### config.mk
export PLATFORM = sky130hd
export DESIGN_NAME = uart_tx_arbiter
export DESIGN_NICKNAME = d
export VERILOG_FILES = /design/src/rtl/uart_arb_pkg.sv /design/src/rtl/uart_rr_pick.sv /design/src/rtl/uart_tx_arbiter.sv
export SDC_FILE = /design/constraint.sdc
export NUM_CORES = 1
export LEC_CHECK = 0
export ABC_AREA = 0
export CORE_UTILIZATION = 48
export CTS_CLUSTER_SIZE = 14
export DETAILED_ROUTE_END_ITERATION = 12
export HOLD_SLACK_MARGIN = 0.02
export PLACE_DENSITY = 0.85
export SYNTH_ARGS = -nofsm -noshare
export SYNTH_HDL_FRONTEND = slang
export SYNTH_SLANG_ARGS = --single-unit
### constraint.sdc
create_clock -name mclk -period 3.4 [get_ports mclk]
set_clock_uncertainty 0.1 [all_clocks]
set_input_delay 0.68 -clock mclk [delete_from_list [all_inputs] [get_ports mclk]]
set_output_delay 0.68 -clock mclk [all_outputs]
set_load 0.1 [all_outputs]
### src/rtl/uart_arb_pkg.sv
// uart_arb_pkg: shared types and constants for the UART transmit arbiter.
//   arb_state_t            - arbiter FSM states
//   BAUD_*                 - baud codes understood by the transmitter
//   DEFAULT_*              - default gap / watchdog settings
//   onehot8()              - index to one-hot helper (up to 8 requesters)
package uart_arb_pkg;

    typedef enum logic [1:0] {
        IDLE = 2'd0,
        SEND = 2'd1,
        WAIT = 2'd2,
        GAP  = 2'd3
    } arb_state_t;

    localparam logic [3:0] BAUD_9600  = 4'd0;
    localparam logic [3:0] BAUD_19200 = 4'd1;
    localparam logic [3:0] BAUD_38400 = 4'd2;
    localparam logic [3:0] BAUD_57600 = 4'd3;

    localparam int DEFAULT_GAP_CYCLES     = 2;
    localparam int DEFAULT_TIMEOUT_CYCLES = 65535;

    function automatic logic [7:0] onehot8(input logic [2:0] idx);
        return 8'd1 << idx;
    endfunction

endpackage

### src/rtl/uart_rr_pick.sv
// uart_rr_pick: combinational round-robin selector.
//   req    in  NUM_REQ  request levels
//   rr_ptr in  IDW      first index to consider (priority start)
//   valid  out 1        at least one request is set
//   w      out IDW      first set request at or after rr_ptr, wrapping
module uart_rr_pick #(
    parameter int NUM_REQ = 4,
    parameter int IDW     = $clog2(NUM_REQ)
) (
    input  logic [NUM_REQ-1:0] req,
    input  logic [IDW-1:0]     rr_ptr,
    output logic               valid,
    output logic [IDW-1:0]     w
);

    int idx;

    always_comb begin
        valid = 1'b0;
        w     = '0;
        idx   = 0;
        for (int i = 0; i < NUM_REQ; i++) begin
            idx = int'(rr_ptr) + i;
            if (idx >= NUM_REQ) begin
                idx = idx - NUM_REQ;
            end
            if (!valid && req[idx]) begin
                valid = 1'b1;
                w     = IDW'(idx);
            end
        end
    end

endmodule

### src/rtl/uart_tx_arbiter.sv
// uart_tx_arbiter: shares one UART transmitter among NUM_REQ byte requesters.
// Round-robin grant, one-cycle send_en, baud held for the whole frame,
// completion on tx_done, then a forced idle gap before the next grant.
//   mclk, rst          clock, asynchronous active-high reset
//   req, req_data      request levels and per-requester bytes [8i+7:8i]
//   baud_cfg           baud code, captured at grant
//   grant_ack          one-hot pulse: byte accepted
//   frame_done         one-hot pulse: frame completed
//   tx_send_en, tx_data_byte, tx_baud_set, tx_done   transmitter pins
//   busy, grant_id     status: not IDLE, index of current/last winner
//   timeout_err        pulse on WAIT watchdog expiry
// Optional feature: define UART_ARB_TIMEOUT_EN to build the WAIT watchdog;
// otherwise WAIT exits only on tx_done and timeout_err is tied low.
module uart_tx_arbiter
    import uart_arb_pkg::*;
#(
    parameter int NUM_REQ        = 4,
    parameter int GAP_CYCLES     = DEFAULT_GAP_CYCLES,
    parameter int TIMEOUT_CYCLES = DEFAULT_TIMEOUT_CYCLES
) (
    input  logic                       mclk,
    input  logic                       rst,
    input  logic [NUM_REQ-1:0]         req,
    input  logic [8*NUM_REQ-1:0]       req_data,
    input  logic [3:0]                 baud_cfg,
    output logic [NUM_REQ-1:0]         grant_ack,
    output logic [NUM_REQ-1:0]         frame_done,
    output logic                       tx_send_en,
    output logic [7:0]                 tx_data_byte,
    output logic [3:0]                 tx_baud_set,
    input  logic                       tx_done,
    output logic                       busy,
    output logic [$clog2(NUM_REQ)-1:0] grant_id,
    output logic                       timeout_err
);

    localparam int         IDW      = $clog2(NUM_REQ);
    localparam logic [7:0] GAP_LOAD = 8'(GAP_CYCLES);

    arb_state_t           state, state_nxt;
    logic [IDW-1:0]       rr_ptr, rr_nxt;
    logic [IDW-1:0]       gid_nxt;
    logic [7:0]           data_nxt;
    logic [3:0]           baud_nxt;
    logic                 send_nxt;
    logic [NUM_REQ-1:0]   ack_nxt, fdone_nxt;
    logic [7:0]           gap_cnt, gap_nxt;
    logic                 pick_vld;
    logic [IDW-1:0]       pick_w;

`ifdef UART_ARB_TIMEOUT_EN
    localparam logic [15:0] TIMEOUT_LIM = 16'(TIMEOUT_CYCLES);
    logic [15:0] wd_cnt, wd_nxt;
    logic        tout_nxt;
`else
    logic unused_timeout_cfg;
    assign unused_timeout_cfg = ^TIMEOUT_CYCLES;
`endif

    uart_rr_pick #(.NUM_REQ(NUM_REQ), .IDW(IDW)) u_pick (
        .req    (req),
        .rr_ptr (rr_ptr),
        .valid  (pick_vld),
        .w      (pick_w)
    );

    always_ff @(posedge mclk or posedge rst) begin
        if (rst) begin
            state <= IDLE;
        end else begin
            state <= state_nxt;
        end
    end

    always_comb begin
        state_nxt = state;
        rr_nxt    = rr_ptr;
        gid_nxt   = grant_id;
        data_nxt  = tx_data_byte;
        baud_nxt  = tx_baud_set;
        send_nxt  = 1'b0;
        ack_nxt   = '0;
        fdone_nxt = '0;
        gap_nxt   = gap_cnt;
`ifdef UART_ARB_TIMEOUT_EN
        wd_nxt    = wd_cnt;
        tout_nxt  = 1'b0;
`endif
        case (state)
            IDLE: begin
                if (pick_vld) begin
                    state_nxt = SEND;
                    gid_nxt   = pick_w;
                    data_nxt  = req_data[8*pick_w +: 8];
                    baud_nxt  = baud_cfg;
                    rr_nxt    = (pick_w == IDW'(NUM_REQ-1)) ? '0 : pick_w + 1'b1;
                    send_nxt  = 1'b1;
                    ack_nxt   = NUM_REQ'(onehot8(3'(pick_w)));
                end
            end
            SEND: begin
                state_nxt = WAIT;
`ifdef UART_ARB_TIMEOUT_EN
                wd_nxt    = '0;
`endif
            end
            WAIT: begin
                // tx_done takes priority over a simultaneous watchdog expiry
                if (tx_done) begin
                    fdone_nxt = NUM_REQ'(onehot8(3'(grant_id)));
                    state_nxt = GAP;
                    gap_nxt   = GAP_LOAD;
                end
`ifdef UART_ARB_TIMEOUT_EN
                else if (wd_cnt + 16'd1 == TIMEOUT_LIM) begin
                    tout_nxt  = 1'b1;
                    state_nxt = GAP;
                    gap_nxt   = GAP_LOAD;
                end else begin
                    wd_nxt    = wd_cnt + 16'd1;
                end
`endif
            end
            GAP: begin
                // a load of 0 or 1 both give a single GAP cycle
                if (gap_cnt <= 8'd1) begin
                    state_nxt = IDLE;
                end else begin
                    gap_nxt   = gap_cnt - 8'd1;
                end
            end
            default: state_nxt = IDLE;
        endcase
    end

    always_ff @(posedge mclk or posedge rst) begin
        if (rst) begin
            rr_ptr       <= '0;
            grant_id     <= '0;
            tx_data_byte <= '0;
            tx_baud_set  <= '0;
            tx_send_en   <= 1'b0;
            grant_ack    <= '0;
            frame_done   <= '0;
            gap_cnt      <= '0;
            busy         <= 1'b0;
        end else begin
            rr_ptr       <= rr_nxt;
            grant_id     <= gid_nxt;
            tx_data_byte <= data_nxt;
            tx_baud_set  <= baud_nxt;
            tx_send_en   <= send_nxt;
            grant_ack    <= ack_nxt;
            frame_done   <= fdone_nxt;
            gap_cnt      <= gap_nxt;
            busy         <= (state_nxt != IDLE);
        end
    end

`ifdef UART_ARB_TIMEOUT_EN
    always_ff @(posedge mclk or posedge rst) begin
        if (rst) begin
            wd_cnt      <= '0;
            timeout_err <= 1'b0;
        end else begin
            wd_cnt      <= wd_nxt;
            timeout_err <= tout_nxt;
        end
    end
`else
    assign timeout_err = 1'b0;
`endif

endmodule

# ---- Yosys cells after proc, flatten, opt, wreduce, memory -nomap -nowiden
# Cells that the tools add are included.
# Widths: inputs -> output; s select.
dict set report word_totals {
  word_cells 86
  out_inout_bits 25
  reg_bits 36
}
dict set report classes {
  shifts 3
  reduce_logical 11
  mux 38
  eq_ne 6
  magnitude_cmp 9
  addsub 9
}
# operator count
set ops {}
lappend ops {{$lt 32x4->1 const B} 4}
lappend ops {{$mux 32} 4}
lappend ops {{$ge 32x4->1 const B} 3}
lappend ops {{$sub 32x4->32 const B} 3}
lappend ops {{$shiftx 32x6->8} 1}
lappend ops {{$mux 2} 8}
lappend ops {{$mux 4} 4}
lappend ops {{$mux 8} 2}
lappend ops {{$pmux 8 s2} 1}
lappend ops {{$mux 1} 14}
lappend ops {{$bmux 1 s2} 4}
lappend ops {{$le 8x1->1 const B} 1}
lappend ops {{$pmux 2 s4} 1}
lappend ops {{$shl 1x2->4 const A} 2}
lappend ops {{$sub 8x1->8 const B} 1}
lappend ops {{$add 2x2->3 const B} 2}
lappend ops {{$eq 2x2->1 const B} 3}
lappend ops {{$ne 2x2->1 const B} 2}
lappend ops {{$reduce_bool 2->1} 2}
lappend ops {{$sub 2x3->4 const B} 1}
lappend ops {{$add 2x1->3 const B} 1}
lappend ops {{$ge 2x3->1 const B} 1}
lappend ops {{$logic_and 1x1->1} 3}
lappend ops {{$logic_not 1->1} 3}
lappend ops {{other kinds (5)} 5}

# ---- Logic depth before layout (Yosys ltp)
# Gate-level depths: netlist of the first run.
dict set report logic_depth {
  ltp_word 18
  mapped_depth 7
}

# ---- Cells and area by module
# A second synthesis of the first run with hierarchy kept.
dict set report unflattened {
  hier_cells 150
  hier_area_um2 1823.0
}
# mod area_per_inst_um2 n_inst seq_area_each_um2 cells_per_inst
set by_module_without_submodules {}
lappend by_module_without_submodules {uart_tx_arbiter 1745.4 1 900.9 135}
lappend by_module_without_submodules {uart_rr_pick 77.6 1 0.0 15}

# ---- Worst setup path before layout of the first run
# No wires, ideal clock.
dict set report synth_path {
  path_kind {input to register}
  from {in req[0]}
  to {reg tx_data_byte[0]}
  n_path_buf 1
  setup_slack_ns 1.126
  arrival_ns 2.050
  setup_time_ns 0.124
  path_stages 7
  t_required_ns 3.176
  cell_sequence {nor2b_1 -> or4_4 -> buf_6 -> nand2_8 -> inv_8 -> mux2_4 -> o221a_1}
}
dict set report synth_between {
  elab_chain_len 14
}
# item line_no
set synth_lines {}
lappend synth_lines {{from (decl)} uart_tx_arbiter.sv:23} ;# input logic [NUM_REQ-1:0] req,
lappend synth_lines {{$bmux 1 s2} uart_rr_pick.sv:27} ;# if (!valid && req[idx]) begin
lappend synth_lines {{$mux 1 (not written as such) (2 in series)} uart_rr_pick.sv:27}
lappend synth_lines {{$mux 1} uart_rr_pick.sv:27}
lappend synth_lines {{$logic_not 1->1} uart_rr_pick.sv:27}
lappend synth_lines {{$logic_and 1x1->1} uart_rr_pick.sv:27}
lappend synth_lines {{$mux 1} uart_rr_pick.sv:27}
lappend synth_lines {{$logic_not 1->1} uart_rr_pick.sv:27}
lappend synth_lines {{$logic_and 1x1->1} uart_rr_pick.sv:27}
lappend synth_lines {{$mux 1} uart_rr_pick.sv:27}
lappend synth_lines {{$logic_not 1->1} uart_rr_pick.sv:27}
lappend synth_lines {{$logic_and 1x1->1} uart_rr_pick.sv:27}
lappend synth_lines {{$mux 2 (*)} uart_rr_pick.sv:27}
lappend synth_lines {{via pick_w[0]} uart_tx_arbiter.sv:49} ;# logic [IDW-1:0] pick_w;
lappend synth_lines {{$shiftx 32x6->8 (*)} uart_tx_arbiter.sv:94} ;# data_nxt = req_data[8*pick_w +: 8];
lappend synth_lines {{to (signal assigned)} uart_tx_arbiter.sv:150} ;# tx_data_byte <= data_nxt;
lappend synth_lines {{to (decl)} uart_tx_arbiter.sv:29} ;# output logic [7:0] tx_data_byte,
# Mark *: on every way through the listed nets, which the timed path passes. The rest lies on a longest branch. The select of a mux whose other input is x is not followed.
# A chain may end at the register's enable or synchronous reset.

# ---- Final worst setup path of the first run
dict set report layout_path {
  from {in req[1]}
  to {reg tx_data_byte[2]}
}
# Same word-level chain as after synthesis.

==> impl_summary.txt, run 1 <==
----------------------------------------------------
[Synth]
  Most used standard cells in the synthesized netlist ... 36 x dfrtp_1, 23 x nand2_1, 15 x nand3_1, 11 x nor2_1, 9 x o21ai_0
  Post-synth EDFFs ... 0
  Most common cell in the netlist ... dfrtp_1
  Combined area of all synthesized cells ... ~1900 um2
  Number of distinct standard cells referenced by the synthesized netlist ... 43
  YS warnings ... 0
  Number of register bits inferred by synthesis ... 36
  Mean instance size in the synthesized netlist ... 10.4 um2
  Synth async-reset ratio ... 100%
  Synth area leader ... dfrtp_1
  Mapped Nets ... 229
  Share of the yosys chip area belonging to registers ... between 40% and 50%
  Area share of the leading cell type in the synthesized netlist ... 48.0%
  Synth Flop Type ... dfrtp_1
  Cell count after synthesis ... between 150 and 200
  Main area contributors after synthesis ... dfrtp_1 48%, mux2_4 5.6%, nand2_1 4.6%, o221a_1 4.2%, ha_1 4.0%

[Cells and area]
  Multi-input gate area ... around 900 um2
  Antenna cell count ... 0
  Final std cells w/o fill ... roughly 300
  Fraction of layout cells with a size suffix above 1 ... 19.9%
  Synth-to-layout area growth ... 39.6%
  Number of nets in the layout ... 299
  Footprint of the flip-flops and latches ... between 900 and 1000 um2
  FILL cells ... between 300 and 400
  Final core utilization ... roughly 70%

[Floorplanning]
  Initial Util ... approximately half
  DIE WIDTH ... about 65 um
  Y dimension of the die ... roughly 65 um
  Rows ... 22
  Area of the die ... 4160 um2
  I/O pin cnt ... just under 70
  Core area ... around 3700 um2

[Detailed routing]
  Vias after detailed routing ... 1571
  WL/cell ... about 14 um
  DRC violation count after routing ... 0
  Mean number of vias per cell ... about 5.3
  ANT nets after route ... 0
  Total wire length after detailed routing ... 4270 um
  First-pass iteration count of the detailed router ... 4
  Initial detailed-routing violation count ... a little under 80

[Timing]
  Clock period minus worst slack ... roughly 2.6 ns
  Number of pins exceeding their max-slew limit in the final report ... 0
  Final worst-path cycle share ... between 70 and 80%
  Hold violation total from the final report ... 0
  Final setup TNS ... 0 ns
  Setup repair after global routing missed its margin ... no
  Achievable clock frequency ... 0.389 GHz
  Worst slew margin relative to its limit ... between 50% and 60%
  Final Setup Violations ... 0
  Worst Max-Slew Pin Slew ... 0.658 ns

[Critical path]
  Longest individual stage delay on the worst path ... 0.61 ns
  Critical Path Slowest Stage Cell ... or4_4
  Crit Path Class ... primary input to flip-flop
  Cell breakdown of the critical path ... clkdlybuf4s50_1 -> nor2_2 -> or4_4 -> nand2_8 -> inv_8 -> mux2_4 -> o221a_1
  Crit path launch ... req[1]
  End of the critical path ... tx_data_byte[2]
  Data arrival time of the critical path ... 2.65 ns
  Number of cells traversed by the worst register-to-register path ... 5
  Startpoint of the worst register-to-register path ... state[1]
  Terminus of the critical flop-to-flop path ... tx_data_byte[5]
  Reg-to-reg slack, setup ... approximately 1.3 ns
  Startpoint class of the critical path ... primary input
  Critical path required time ... ~3.5 ns
  Critical-path maximum fanout ... 11
  Worst Setup End Kind ... flip-flop

[Power]
  Share of power burned in registers ... a little over a quarter
  Part of the total power dissipated in the clock network ... a little under an eighth
  Sw Pwr ... 1.49 mW
  Overall power ... 2.71 mW
  IR Drop Worst-Case VDD ... a little under 0.7 mV
  Reported leakage power ... between 1 and 1.5 nW
  Net switching share of the total power ... between 50% and 60%
  Pwr Density ... between 1000 and 1500 nW/um2
  Combinational fraction of design power ... roughly three fifths
  Internal Pwr Total ... between 1 and 1.5 mW

[Placed design]
  Placed instance count ... 291
  Placed wire-length estimate ... approximately 3300 um
  Placer Congestion ... roughly 0.84
  Port buffer count ... 66

[Worst hold path]
  Classification of the worst-slack hold path ... flip-flop to flip-flop
  Worst hold start ... tx_baud_set[2]

[Global routing]
  Global-route wire length before repair ... ~7000 um
  Largest net degree at the start of global routing ... 37
  Congestion Overflow GR ... 0
  Gr usage total ... 22.4%
  Vias in the first global route ... ~1500
  Initial antenna violation count ... 0

[Clock network]
  Resize count post-CTS ... 0
  Clock slew at the register clock pins of the worst setup and hold paths ... ~0.080 ns
  Clock tree from TritonCTS ... built
  Clock latency on the worst-skew pair ... about 0.29 ns
  # H-tree levels ... 2
  CTS sink cnt ... 36
  Number of CTS-inserted buffers ... 5
  Hold_buf cts ... 0
  CTS Root Cell ... clkbuf_8
  Clock tree buffer depth ... 2
  Buffers inserted by post-CTS timing repair ... 0

[Run]
  Number of maximum-capacitance violations ... 0

[Outcome]
  Run status ... finished clean

----------------------------------------------------
worst min-delay path by stage:
stage                endpoint  cells after the start
4_1_cts        tx_baud_set[2]                      2
5_1_grt        tx_baud_set[2]                      2
2_1_floorplan      gap_cnt[7]                      2
3_5_place_dp   tx_baud_set[2]                      2
3_3_place_gp   tx_baud_set[1]                      2
6_report       tx_baud_set[2]                      2
power groups by stage:
| stage | clock (mW) | sequential, mW | combinational [mW] |
|---|---|---|---|
| floorplan | 0 | 1.46 | 0.586 |
| detailed placement | 0 | 0.733 | 1.67 |
| CTS | 0.320 | 0.726 | 1.68 |
| global route | 0.336 | 0.750 | 1.77 |
| global placement | 0 | 0.731 | 1.65 |
| finish | 0.312 | 0.727 | 1.67 |
logic make-up (layout without fill, tap and decap cells):
| logic type | count (synthesis) | after routing | synth area share [%] |
|---|---|---|---|
| AND/OR/NAND/NOR | 80 | 80 | 23.1 |
| flip-flops | 36 | 36 | 48.0 |
| buffers and inverters | 14 | 85 | 3.80 |
| adder cells (fa/ha/maj) | 6 | 6 | 4.00 |
| other | 1 | 1 | 0.200 |
| XOR/XNOR | 6 | 6 | 2.80 |
| AO/OA/AOI/OAI | 28 | 28 | 11.3 |
| multiplexers | 9 | 9 | 6.67 |
metrics by stage:
stage	instance area [um2]	worst slack (ns)	hold WS [ns]
after global placement	2520	0.559	0.375
after floorplan	1880	1.13	0.402
final	2620	0.828	0.392
after CTS	2620	0.833	0.393
after global routing	2620	0.704	0.416
after detailed placement	2520	0.518	0.367
flip-flops by register name (all words and copies together), names as in the netlist:
name          flops
busy              1
tx_baud_set       4
tx_data_byte      8
grant_id          2
grant_ack         4
gap_cnt           8
state             2
rr_ptr            2
tx_send_en        1
frame_done        4
layout by cell type, fill, tap and decap left out, types with 2 or more instances in the layout:
cell type,count
buf_4,27
clkdlybuf4s50_1,42
o221a_1,7
nor3_1,3
xnor2_1,4
nor2b_1,3
clkinvlp_4,2
nand3_1,15
mux2_4,7
clkbuf_8,5
or2_2,2
and3_1,2
o21ai_0,9
dfrtp_1,36
o211ai_1,2
inv_1,7
ha_1,6
and2_1,5
nor2_1,11
nand2_1,23
a21oi_1,3
xor2_1,2
mux2i_1,2
nor4_1,3
nand2b_1,3
worst max-delay path: cells and delay by family:
kind | cells | cell delay (ns)
and+or+nand+nor | 3 | 0.81
AOI/OAI and AO/OA | 1 | 0.22
buffers and inverters | 2 | 0.62
muxes | 1 | 0.30
routing by layer:
layer / global-route usage, % / wire length [um] / vias to the layer above
met5: 0 / 0 / -
met4: 11.4 / 108 / 0
met3: 5.46 / 147 / 9
met2: 35.4 / 2130 / 34
met1: 28.3 / 1890 / 755
li1: - / - / 773
layout make-up:
cell class                 instances  area share [%]
tap                               48            2.29
timing repair buffer              69            23.8
multi-input combinational        130            34.5
clock inverter                     3           0.908
inverter                           8            1.43
clock buffer                       5            2.63
sequential                        36            34.4
Power figures use the tool's default switching activity.
==> inputs of run 2 (changes only) <==
- CORE_UTILIZATION: 48 -> 44
- PLACE_DENSITY: 0.85 -> 0.79
- clock period: 3.4 -> 2.49 ns (I/O delays scaled with it)
==> run 2 against run 1 <==
Compared with the run above:
- sequential cell count unchanged
- wire length increased by 0.37%
- die area increased by 8.8%
- clock power increased by 62%
- non-clock buffer count increased by 13
- clock-buffer cell count increased by 1
- global-route usage decreased by 1.6 points
- setup slack got worse by 0.58 ns
- utilization decreased by 3.1 points
- final area increased by 4.4%
- register-to-register slack got worse by 0.85 ns
- combinational power increased by 41%
- highest routed layer unchanged
==> impl_summary.txt, run 2 (synthesis results as in run 1) <==
----------------------------------------------------
[Detailed routing]
  Vias after detailed routing ... 1627 (was 1571)
  WL/cell ... 13.7 um (was 14.3 um)
  DRC violation count after routing ... 0 (unchanged)
  ANT nets after route ... 0 (unchanged)
  Initial detailed-routing violation count ... 100 (was 78)
  Mean number of vias per cell ... 5.18 (was 5.25)
  First-pass iteration count of the detailed router ... 4 (unchanged)
  Total wire length after detailed routing ... 4290 um (was 4270 um)

[Timing]
  Final setup TNS ... 0 ns (unchanged)
  Number of pins exceeding their max-slew limit in the final report ... 0 (unchanged)
  Final worst-path cycle share ... between 90% and 100%
  Min Hold Slack ... 0.381 ns (was 0.392 ns)
  Clock period minus worst slack ... around 2.2 ns
  Worst Max-Slew Pin Slew ... 0.600 ns (was 0.658 ns)
  Hold violation total from the final report ... 0 (unchanged)
  Final Setup Violations ... 0 (unchanged)
  Setup repair after global routing missed its margin ... no (unchanged)
  Achievable clock frequency ... roughly 0.45 GHz
  Worst slew margin relative to its limit ... 59.8% (was 55.9%)

[Floorplanning]
  Initial Util ... 46.2% (was 50.5%)
  Area of the die ... 4530 um2 (was 4160 um2)
  Rows ... 23 (was 22)
  I/O pin cnt ... 68 (unchanged)
  Y dimension of the die ... 67.3 um (was 64.5 um)
  DIE WIDTH ... 67.3 um (was 64.5 um)
  Core area ... 4060 um2 (was 3720 um2)

[Global routing]
  Met3 demand-to-capacity share in global routing ... 4.56% (was 5.46%)
  Largest net degree at the start of global routing ... 37 (unchanged)
  Vias in the first global route ... 1521 (was 1505)
  GR met2 Demand/Resource ... 33.1% (was 35.4%)
  Initial antenna violation count ... 0 (unchanged)
  Global-route wire length before repair ... 6890 um (was 6980 um)
  Congestion Overflow GR ... 0 (unchanged)
  Layer carrying the most global-route usage ... met2 (unchanged)
  Gr usage total ... 20.8% (was 22.4%)
  Global-route met1 utilization ... 26.2% (was 28.3%)

[Placed design]
  Placed wire-length estimate ... 3400 um (was 3270 um)
  Port buffer count ... 66 (unchanged)
  Placer Congestion ... 0.875 (was 0.837)

[Power]
  IR Drop Worst-Case VDD ... 0.776 mV (was 0.684 mV)
  Overall power ... 3.86 mW (was 2.71 mW)
  Pwr Density ... 1410 nW/um2 (was 1040 nW/um2)
  Reported leakage power ... 1.29 nW (was 1.21 nW)

[Critical path]
  Critical-path maximum fanout ... 7 (was 11)
  Number of buffer and inverter stages on the critical path ... 2 (unchanged)
  Critical Path Slowest Stage Cell ... a31oi_1 (was or4_4)
  Startpoint class of the critical path ... primary input (unchanged)
  Data arrival time of the critical path ... 2.33 ns (was 2.65 ns)
  Kind of cell adding the most delay to the critical path ... compound AO/OA/AOI/OAI gates (was simple AND/OR/NAND/NOR gates)
  Crit Path Class ... primary input to flip-flop (unchanged)
  Critical path required time ... 2.58 ns (was 3.48 ns)
  Longest individual stage delay on the worst path ... 0.53 ns (was 0.61 ns)
  Cell breakdown of the critical path ... clkdlybuf4s50_1 -> buf_4 -> a21oi_1 -> or3_1 -> a31oi_1 -> nand3_1 -> o221a_1 (was clkdlybuf4s50_1 -> nor2_2 -> or4_4 -> nand2_8 -> inv_8 -> mux2_4 -> o221a_1)
  Worst Setup End Kind ... flip-flop (unchanged)

[Cells and area]
  Top library cells by usage in the layout, fill and taps aside ... 42 x clkdlybuf4s50_1, 40 x buf_4, 36 x dfrtp_1, 23 x nand2_1, 15 x nand3_1 (was 42 x clkdlybuf4s50_1, 36 x dfrtp_1, 27 x buf_4, 23 x nand2_1, 15 x nand3_1)
  Most common library cell in the layout ignoring fill and taps ... clkdlybuf4s50_1 (unchanged)
  Largest registers in the final layout ... gap_cnt: 8 flops, tx_data_byte: 8 flops (unchanged)
  FILL cells ... 319 (was 302)
  Antenna cell count ... 0 (unchanged)
  Number of nets in the layout ... 312 (was 299)
  Fraction of layout cells with a size suffix above 1 ... 23.5% (was 19.9%)
  Final core utilization ... 67.3% (was 70.4%)
  Synth-to-layout area growth ... 45.7% (was 39.6%)

[Clock network]
  Buffers inserted by post-CTS timing repair ... 0 (unchanged)
  Resize count post-CTS ... 0 (unchanged)
  Clock slew at the register clock pins of the worst setup and hold paths ... 0.08 ns (about the same)
  CTS Root Cell ... clkbuf_8 (unchanged)
  Clock tree from TritonCTS ... built (unchanged)
  Clock latency on the worst-skew pair ... 0.30 ns (was 0.29 ns)
  CTS sink cnt ... 36 (unchanged)
  # H-tree levels ... 2 (unchanged)
  Clock tree buffer depth ... 2 (unchanged)
  Hold_buf cts ... 0 (unchanged)
  Number of CTS-inserted buffers ... 5 (unchanged)

[Run]
  Number of maximum-capacitance violations ... 0 (unchanged)

[Worst hold path]
  Classification of the worst-slack hold path ... flip-flop to flip-flop (unchanged)

[Outcome]
  Run status ... finished clean (unchanged)

----------------------------------------------------
[run 2: changes by cell type in the layout (fill, tap and decap cells not counted)]
cell,before,now
buf_4,27,40
bufinv_16,0,1
clkbuf_1,0,1
clkinv_2,0,1
clkinv_4,1,0
clkinvlp_4,2,0
[run 2: routing by layer]
metal  part of all wire, %  up-vias
met5                     0        -
met2                    51       49
met1                    43      770
met4                   2.3        0
li1                      -      799
met3                   4.1        9
[run 2: per-stage QoR]
stage / instance area, um2 / setup slack [ns] / cells
2_1_floorplan: 1880 / 0.398 / 180
3_3_place_gp: 2630 / -0.0309 / 306
3_5_place_dp: 2630 / -0.0698 / 306
4_1_cts: 2730 / 0.251 / 314
5_1_grt: 2730 / 0.0570 / 314
6_report: 2730 / 0.249 / 314
[run 2: final timing paths]
| kind | startpoint | end | slack, ns | cells past startpoint |
|---|---|---|---|---|
| worst max register to register | gap_cnt[4] | gap_cnt[1] | 0.42 | 5 |
| worst min register to register | tx_baud_set[1] | tx_baud_set[1] | 0.38 | 2 |
| min in group asynchronous | rst | tx_data_byte[4] | 0.49 | 3 |
| worst max-delay path | req[1] | tx_data_byte[5] | 0.25 | 7 |
| worst min-delay path | tx_baud_set[1] | tx_baud_set[1] | 0.38 | 2 |
| max in group asynchronous | rst | tx_baud_set[2] | 1.48 | 3 |
[run 2: final cells by class]
type | instances | area (um2) | area share [%]
clock buffers | 6 | 72.6 | 2.66
clock inverters | 2 | 35.0 | 1.28
inverters | 8 | 37.5 | 1.37
multi-input cells | 130 | 903 | 33.1
flip-flops and latches | 36 | 901 | 33.0
well taps | 50 | 62.6 | 2.29
repair buffers | 82 | 721 | 26.4
[run 2: tightest hold or removal path: stages (launching register included)]
cell     delay (ns)
dfrtp_1        0.34
nand2_1        0.05
nand2_1        0.06
[run 2: power breakdown]
group | internal, mW | switching, mW | total, mW
combinational | 0.721 | 1.64 | 2.36
sequential | 0.814 | 0.181 | 0.994
clock | 0.297 | 0.209 | 0.506
